$ cat config.mk
export PLATFORM = sky130hd
export DESIGN_NAME = venc_frame_ctrl
export DESIGN_NICKNAME = d
export VERILOG_FILES = /design/src/rtl/venc_pkg.sv /design/src/rtl/venc_bit_serializer.sv /design/src/rtl/venc_frame_ctrl.sv
export SDC_FILE = /design/constraint.sdc
export NUM_CORES = 1
export LEC_CHECK = 0
export CORE_MARGIN = 1.5
export CORE_UTILIZATION = 49
export DETAILED_ROUTE_END_ITERATION = 16
export PLACE_DENSITY_LB_ADDON = 0.25
export SYNTH_ARGS = -nofsm -noshare
export SYNTH_HDL_FRONTEND = slang
export SYNTH_SLANG_ARGS = --single-unit
$ cat constraint.sdc
create_clock -name Clock -period 2 [get_ports Clock]
set_input_delay 0.4 -clock Clock [delete_from_list [all_inputs] [get_ports Clock]]
set_output_delay 0.4 -clock Clock [all_outputs]
set_load 0.02 [all_outputs]
$ cat src/rtl/venc_pkg.sv
// Shared types and constants for the convolutional-encoder frame sequencer.
package venc_pkg;

  typedef enum logic [2:0] {
    IDLE = 3'd0,
    CLR  = 3'd1,
    DATA = 3'd2,
    TAIL = 3'd3,
    DONE = 3'd4
  } state_e;

  localparam int K        = 3;
  localparam int TAIL_LEN = K - 1;

  // Width of a counter that must hold the values 0..n without wrapping.
  function automatic int cnt_w(input int n);
    return (n < 1) ? 1 : $clog2(n + 1);
  endfunction

endpackage

$ cat src/rtl/venc_bit_serializer.sv
// Payload shift register, coded-bit phase toggle and payload bit counter
// for the frame sequencer; sequencing decisions live in venc_frame_ctrl.
module venc_bit_serializer #(
  parameter int DATA_W = 8
) (
  input  logic                                  clk,
  input  logic                                  reset,
  input  logic                                  clear,
  input  logic                                  load,
  input  logic                                  shift,
  input  logic                                  advance,
  input  logic [DATA_W-1:0]                     load_data,
  output logic                                  msb_d,
  output logic                                  phase_d,
  output logic                                  phase_q,
  output logic [venc_pkg::cnt_w(DATA_W)-1:0]    bit_cnt_q
);
  import venc_pkg::*;

  localparam int CNT_W = cnt_w(DATA_W);
  localparam logic [CNT_W-1:0] CNT_MAX = CNT_W'(DATA_W);

  logic [DATA_W-1:0] shreg_q;
  logic [DATA_W-1:0] shreg_d;
  logic [CNT_W-1:0]  bit_cnt_d;

  // clear beats load; the counter saturates at DATA_W instead of wrapping
  always_comb begin
    shreg_d   = shreg_q;
    phase_d   = phase_q;
    bit_cnt_d = bit_cnt_q;
    if (clear) begin
      shreg_d   = '0;
      phase_d   = 1'b0;
      bit_cnt_d = '0;
    end else if (load) begin
      shreg_d   = load_data;
      phase_d   = 1'b0;
      bit_cnt_d = '0;
    end else begin
      if (advance) begin
        phase_d = ~phase_q;
      end else begin
        phase_d = phase_q;
      end
      if (shift) begin
        shreg_d = {shreg_q[DATA_W-2:0], 1'b0};
        if (bit_cnt_q != CNT_MAX) begin
          bit_cnt_d = bit_cnt_q + CNT_W'(1);
        end else begin
          bit_cnt_d = bit_cnt_q;
        end
      end else begin
        shreg_d = shreg_q;
      end
    end
    msb_d = shreg_d[DATA_W-1];
  end

  always_ff @(posedge clk) begin
    if (reset) begin
      shreg_q   <= '0;
      phase_q   <= 1'b0;
      bit_cnt_q <= '0;
    end else begin
      shreg_q   <= shreg_d;
      phase_q   <= phase_d;
      bit_cnt_q <= bit_cnt_d;
    end
  end

endmodule

$ cat src/rtl/venc_frame_ctrl.sv
// Frame sequencer feeding a rate-1/2 serial convolutional encoder, two cycles per bit.
// Define VENC_TAIL_EN to append K-1 zero tail bits that return the trellis to state 0.
module venc_frame_ctrl #(
  parameter int DATA_W = 8,
  parameter int K      = venc_pkg::K
) (
  input  logic              Clock,
  input  logic              reset,
  input  logic              in_valid,
  output logic              in_ready,
  input  logic [DATA_W-1:0] in_data,
  input  logic              abort,
  output logic              enc_reset,
  output logic              enc_in,
  output logic              enc_phase,
  output logic              busy,
  output logic              frame_done
);
  import venc_pkg::*;

  localparam int CNT_W = cnt_w(DATA_W);
  localparam logic [CNT_W-1:0] LAST_BIT = CNT_W'(DATA_W - 1);

  state_e           state_q, state_d;
  logic             load_s, shift_s, clear_s, advance_s, abort_s;
  logic             msb_d, phase_d, phase_q;
  logic [CNT_W-1:0] bit_cnt_q;

  logic in_ready_q,   in_ready_d;
  logic enc_reset_q,  enc_reset_d;
  logic enc_in_q,     enc_in_d;
  logic enc_phase_q,  enc_phase_d;
  logic busy_q,       busy_d;
  logic frame_done_q, frame_done_d;

`ifdef VENC_TAIL_EN
  localparam int TAIL_N = K - 1;
  localparam int TW     = cnt_w(TAIL_N);
  localparam logic [TW-1:0] TAIL_LAST = TW'(TAIL_N - 1);
  logic [TW-1:0] tail_cnt_q, tail_cnt_d;
`endif

  venc_bit_serializer #(.DATA_W(DATA_W)) u_ser (
    .clk       (Clock),
    .reset     (reset),
    .clear     (clear_s),
    .load      (load_s),
    .shift     (shift_s),
    .advance   (advance_s),
    .load_data (in_data),
    .msb_d     (msb_d),
    .phase_d   (phase_d),
    .phase_q   (phase_q),
    .bit_cnt_q (bit_cnt_q)
  );

  // Handshake uses the registered in_ready so acceptance matches what the source saw.
  always_comb begin
    state_d   = state_q;
    load_s    = 1'b0;
    shift_s   = 1'b0;
    clear_s   = 1'b0;
    advance_s = 1'b0;
    abort_s   = 1'b0;
    case (state_q)
      IDLE: begin
        if (in_valid && in_ready_q) begin
          state_d = CLR;
          load_s  = 1'b1;
        end else begin
          state_d = IDLE;
        end
      end
      CLR: state_d = DATA;
      DATA: begin
        advance_s = 1'b1;
        if (phase_q) begin
          shift_s = 1'b1;
          if (bit_cnt_q == LAST_BIT) begin
`ifdef VENC_TAIL_EN
            state_d = TAIL;
`else
            state_d = DONE;
`endif
          end else begin
            state_d = DATA;
          end
        end else begin
          state_d = DATA;
        end
      end
      TAIL: begin
`ifdef VENC_TAIL_EN
        advance_s = 1'b1;
        if (phase_q && (tail_cnt_q == TAIL_LAST)) begin
          state_d = DONE;
        end else begin
          state_d = TAIL;
        end
`else
        state_d = IDLE;
`endif
      end
      DONE:    state_d = IDLE;
      default: state_d = IDLE;
    endcase

    if (abort && (state_q != IDLE)) begin
      abort_s   = 1'b1;
      state_d   = IDLE;
      load_s    = 1'b0;
      shift_s   = 1'b0;
      advance_s = 1'b0;
      clear_s   = 1'b1;
    end else begin
      abort_s = 1'b0;
    end
  end

`ifdef VENC_TAIL_EN
  always_comb begin
    tail_cnt_d = tail_cnt_q;
    if (load_s || clear_s) begin
      tail_cnt_d = '0;
    end else if ((state_q == TAIL) && phase_q) begin
      tail_cnt_d = tail_cnt_q + TW'(1);
    end else begin
      tail_cnt_d = tail_cnt_q;
    end
  end
`endif

  // Outputs are the registered image of the next state; an abort looks like a 1-cycle reset.
  always_comb begin
    in_ready_d   = (state_d == IDLE) && !abort_s;
    enc_reset_d  = (state_d == CLR) || abort_s;
    enc_in_d     = 1'b0;
    enc_phase_d  = 1'b0;
    busy_d       = (state_d != IDLE);
    frame_done_d = (state_d == DONE);
    if (state_d == DATA) begin
      enc_in_d = msb_d;
    end else begin
      enc_in_d = 1'b0;
    end
    if ((state_d == DATA) || (state_d == TAIL)) begin
      enc_phase_d = phase_d;
    end else begin
      enc_phase_d = 1'b0;
    end
  end

  always_ff @(posedge Clock) begin
    if (reset) begin
      state_q      <= IDLE;
      in_ready_q   <= 1'b0;
      enc_reset_q  <= 1'b1;
      enc_in_q     <= 1'b0;
      enc_phase_q  <= 1'b0;
      busy_q       <= 1'b0;
      frame_done_q <= 1'b0;
`ifdef VENC_TAIL_EN
      tail_cnt_q   <= '0;
`endif
    end else begin
      state_q      <= state_d;
      in_ready_q   <= in_ready_d;
      enc_reset_q  <= enc_reset_d;
      enc_in_q     <= enc_in_d;
      enc_phase_q  <= enc_phase_d;
      busy_q       <= busy_d;
      frame_done_q <= frame_done_d;
`ifdef VENC_TAIL_EN
      tail_cnt_q   <= tail_cnt_d;
`endif
    end
  end

  assign in_ready   = in_ready_q;
  assign enc_reset  = enc_reset_q;
  assign enc_in     = enc_in_q;
  assign enc_phase  = enc_phase_q;
  assign busy       = busy_q;
  assign frame_done = frame_done_q;

endmodule
## Word level (Yosys, flattened, before mapping)

Index checks and enable logic that the tools add are counted.

| word-level totals | value |
|---|---|
| input port bits | 12 |
| latch bits | 0 |
| bits in read-only memories | 0 |
| word-level logic and storage cells | 59 |
| bits in writable memories | 0 |
| memories | 0 |
| flip-flop bits (word level) | 22 |
| output and inout port bits | 6 |

| operators by class | value |
|---|---|
| multiply operators | 0 |
| $lt $le $gt $ge | 0 |
| reduce and logical (&&, ||, !) cells | 16 |
| add/sub/neg operators | 1 |
| shift-type cells | 0 |
| divide/modulo/power cells | 0 |
| multiplexer cells | 20 |
| bitwise logic cells | 3 |
| eq/ne operators | 8 |

Operator list:

| cell | count |
|---|---|
| $mux W8 | 3 |
| $mux W1 | 13 |
| $eq A3 B2 Y1 const B | 3 |
| $mux W3 | 3 |
| $pmux W3 S3 | 1 |
| $eq A3 B1 Y1 const B | 2 |
| $logic_not A3 Y1 | 2 |
| $reduce_bool A3 Y1 | 2 |
| $reduce_or A2 Y1 | 3 |
| $add A4 B1 Y4 const B | 1 |
| $eq A4 B3 Y1 const B | 1 |
| $ne A4 B4 Y1 const B | 1 |
| $eq A3 B3 Y1 const B | 1 |
| $logic_and A1 B1 Y1 | 3 |
| $not A1 Y1 | 3 |
| $reduce_or A3 Y1 | 1 |
| $logic_or A1 B1 Y1 | 2 |
| $reduce_and A2 Y1 | 1 |
| $reduce_bool A2 Y1 | 1 |
| $logic_not A1 Y1 | 1 |

## Depth between registers and ports, before layout

| logic depth | value |
|---|---|
| depth after elaboration | 9 |
| depth in mapped cells | 6 |
| depth with buffers taken out | 6 |

## Cells and area by module

A second synthesis with hierarchy kept.

| unflattened totals | value |
|---|---|
| cells, all modules | 100 |
| area total of the unflattened synthesis | 1009.7 um^2 |

Modules (own cells, without submodules):

| module | cells each | seq. area each (um^2) | instances | area each (um^2) |
|---|---|---|---|---|
| venc_bit_serializer | 66 | 260.2 | 1 | 641.9 |
| venc_frame_ctrl | 34 | 180.2 | 1 | 367.9 |

## Worst setup path before layout

No wires, ideal clock.

| path | value |
|---|---|
| kind | reg2reg |
| from | register state_q[0] |
| to | register u_ser.bit_cnt_q[2] (netlist bit) |
| path buffers | 1 |
| setup slack | 605 ps |
| stages on the path, launching flop included | 6 |
| arrival | 1307 ps |
| data required time | 1912 ps |
| cells stage by stage | dfxtp_1 > nor4b_4 > and2_1 > buf_6 > a31oi_1 > a311oi_2 |

| on the way | value |
|---|---|
| word-level cells in the longest chain between the ends | 4 |

Ends and longest elaborated chain:

| what | line | source |
|---|---|---|
| start: declaration | venc_frame_ctrl.sv:24 | `state_e state_q, state_d;` |
| start signal: assignment | venc_frame_ctrl.sv:166 | `state_q <= state_d;` |
| $eq A3 B2 Y1 (tied with other cells) | venc_frame_ctrl.sv:65 | `case (state_q)` |
| $mux W1 / $logic_and A1 B1 Y1 (equally long branches) | venc_frame_ctrl.sv:65, venc_frame_ctrl.sv:108 |  |
| $mux W1 | venc_frame_ctrl.sv:108 | `if (abort && (state_q != IDLE)) begin` |
| $reduce_and A2 Y1 (no line) / $reduce_or A3 Y1 (equally long branches) | -- |  |
| end signal: assignment | venc_bit_serializer.sv:68 | `bit_cnt_q <= bit_cnt_d;` |
| end: declaration | venc_bit_serializer.sv:16 | `output logic [venc_pkg::cnt_w(DATA_W)-1:0] bit_cnt_q` |

Parallel ways exist; a longest one is shown, timed or not.
A chain may end at the register's enable or synchronous reset.

## Worst setup path in the final report

| path | value |
|---|---|
| from | register in_ready_q (netlist: in_ready) |
| to | output port in_ready |

RTL lines:

| what | line | source |
|---|---|---|
| start: declaration | venc_frame_ctrl.sv:29 | `logic in_ready_q, in_ready_d;` |
| start signal: assignment | venc_frame_ctrl.sv:167 | `in_ready_q <= in_ready_d;` |
| end: declaration | venc_frame_ctrl.sv:10 | `output logic in_ready,` |

No word-level cell between the ends.

==> flow_summary.ini <==
[hold_path]
min-delay-path-class = reg -> reg
hold_start = u_ser.shreg_q[3]

[placed_design]
gp_congestion = 0.779
dp_cells = 136
numPortBuffers = 17
post-place-ws_ps = 123
dp_hpwl_um = 1160

[synth]
yosysSeqAreaShare_pct = 48.0
synthCells = 95
synth_most_common_cell = dfxtp_1
yosysTopAreaCellShare_pct = 48.0
synthTopCellsByCount = dfxtp_1 (22), a21oi_1 (9), a22oi_1 (8), nand2_1 (8), nor2_1 (8)
yosysWarningCount = 0
syn_area_um2 = 917
synthArstFlopShare_pct = 0
syn_nets = 109
synth_area_per_cell_um2 = 9.65
yosys.area.top_type = dfxtp_1
ys_ff_latch = 22
synth.area.top_cells = dfxtp_1 (48%), a22oi_1 (6.5%), a21oi_1 (4.9%)
yosys_most_used_dff = dfxtp_1
ys_types = 33
synth-edff-count = 0

[grt]
gr-total-overflow = 0
grt_max_degree = 14
antenna_found_initial = 0
grt_pass1_vias = 650
grtUsageTotal_pct = 17.4
grt_pass1_wl_um = 2610

[run]
max_cap_viol_count = 0

[clocking]
post_cts_resize_count = 0
clk_pin_slew_worst_paths_ps = 120
cts_tree = built
cts.sinks = 22
cts_inserted_buffers = 3
clk-insertion-delay-late_ps = 300
cts_setup_buffers = 0
cts.hold.buffers_added = 0
root_buffer = clkbuf_4
cts_max_level = 1
cts.path.max_buffers = 2

[layout]
fillCellCount = 147
drive_above_1_share_pct = 10.4
fin_cells = 140
antennaDiodeCount = 0
area_delta_synth_final_pct = 27.1
nNetsFinal = 130

[timing]
max_freq_mhz = 607
skew_ps = 6.26
finalSetupViolations = 0
post-route-min-period_ps = 1650
rsz0062_at_grt = no
maxSlewHeadroom_pct = 75.7
hold_violations = 0
fin_ws_ps = 354
report.final.slew_viol_count = 0
tightest_slew_ps = 364
fin_crit_sh_pct = 82.3
setup_tns_ps = 0

[die]
core-area_mm2 = 0.00175
rows = 15
start_util_pct = 52.5
io-pin-count = 18
die_x_um = 46.3
die_area_mm2 = 0.00214
dieHeight_um = 46.3

[critical_path]
cp.required_ps = 1600
r2r-start = state_q[0]
ff2ff_setup_slack_ps = 520
crit_path_end_kind = output pin
critPathArrivalTime_ps = 1250
cpPeakStageDelay_ps = 600
path_buf_inv = 1
cp_top_family = buffers and inverters
crit_slowest_cell = clkdlybuf4s50_1
path_cells = clkdlybuf4s50_1
crit_start = in_ready
crit_type = reg -> out
rr_endpoint = enc_in
cp_max_fo = 2
cp.depth = 1
worstSetupEndpoint = in_ready
start_kind = flip-flop
rr_worst_depth = 4

[power]
power.total_uw = 881
leakage_nw = 0.442
p_per_area_mw_per_mm2 = 755
max-vdd-ir-drop_uv = 617

[routing]
first_iter_violations = 15
dr.pass1.iters = 4
drc = 0
wl_um = 1500
wl_per_cell_um = 10.7
viasPerCell = 5.09
postRouteAntennaNets = 0
num_vias = 713

[status]
status = finished, final reports clean
[layout make-up]
class | instances | area, um^2 | share of cell area, %
clock inverters | 1 | 30.0 | 2.58
multi-input cells | 66 | 434 | 37.2
well taps | 25 | 31.3 | 2.68
clock buffers | 3 | 22.5 | 1.93
repair buffers | 21 | 200 | 17.2
flip-flops and latches | 22 | 440 | 37.8
inverters | 2 | 7.51 | 0.644
[placed cells by master, fill, tap and decap left out, types with 2 or more instances in the layout]
cell and instances:
a21oi_1 9, a22oi_1 8, and2_1 2, and3_1 2, buf_4 4, clkbuf_4 3, clkdlybuf4s50_1 17, dfxtp_1 22
ha_1 2, inv_1 2, nand2_1 8, nor2_1 8, nor2b_1 3, nor3_1 2, nor3b_1 2, or2_2 2
xnor2_1 2
[logic make-up after synthesis]
| logic type | synth area share, % |
|---|---|
| flops | 48.0 |
| fa+ha+maj | 2.73 |
| xor+xnor | 2.87 |
| simple gates | 22.5 |
| buf+inv | 4.64 |
| compound gates | 18.1 |
| mux | 1.09 |
[how the worst min path moves through the flow]
| stage | depth (start not counted) | to |
|---|---|---|
| 6_report | 2 | u_ser.shreg_q[3] |
| 5_1_grt | 2 | u_ser.shreg_q[1] |
| 4_1_cts | 2 | u_ser.shreg_q[5] |
| 3_5_place_dp | 2 | u_ser.shreg_q[5] |
| 3_3_place_gp | 2 | u_ser.shreg_q[5] |
| 2_1_floorplan | 2 | u_ser.shreg_q[6] |
[where the power goes]
part	internal [mW]	total [mW]	leakage, nW	switching, mW
registers	0.453	0.461	0.179	0.00760
clock network	0.203	0.330	0.0279	0.127
logic	0.0493	0.0906	0.235	0.0413
[per-stage QoR]
step	area [um^2]	util (%)	hold WS (ps)
after detailed placement	1110	63.8	452
after CTS	1170	66.8	469
after global routing	1170	66.8	488
after floorplan	917	-	432
final	1170	66.8	465
after global placement	1110	63.8	445
[state kept, by name, summed over array words and instances, names as in the netlist]
| signal | cells |
|---|---|
| state_q | 3 |
| u_ser.bit_cnt_q | 4 |
| u_ser.shreg_q | 8 |
| u_ser.phase_q | 1 |
| in_ready | 1 |
| enc_in | 1 |
| enc_phase | 1 |
| busy | 1 |
| frame_done | 1 |
| enc_reset | 1 |
[worst reg2reg max path, cell delays in order, from the launching register on]
cell and delay, ps:
dfxtp_1 370, o31a_1 320, a211o_1 380, o21bai_1 210, a21oi_1 140
[per-layer routing]
layer | vias to the layer above | wire length (um) | GRT usage [%]
li1 | 371 | - | -
met1 | 323 | 704 | 21.8
met2 | 15 | 718 | 27.2
met3 | 4 | 54 | 4.71
met4 | 0 | 27 | 8.57
met5 | - | 0 | 0
Power figures use the tool's default switching activity.
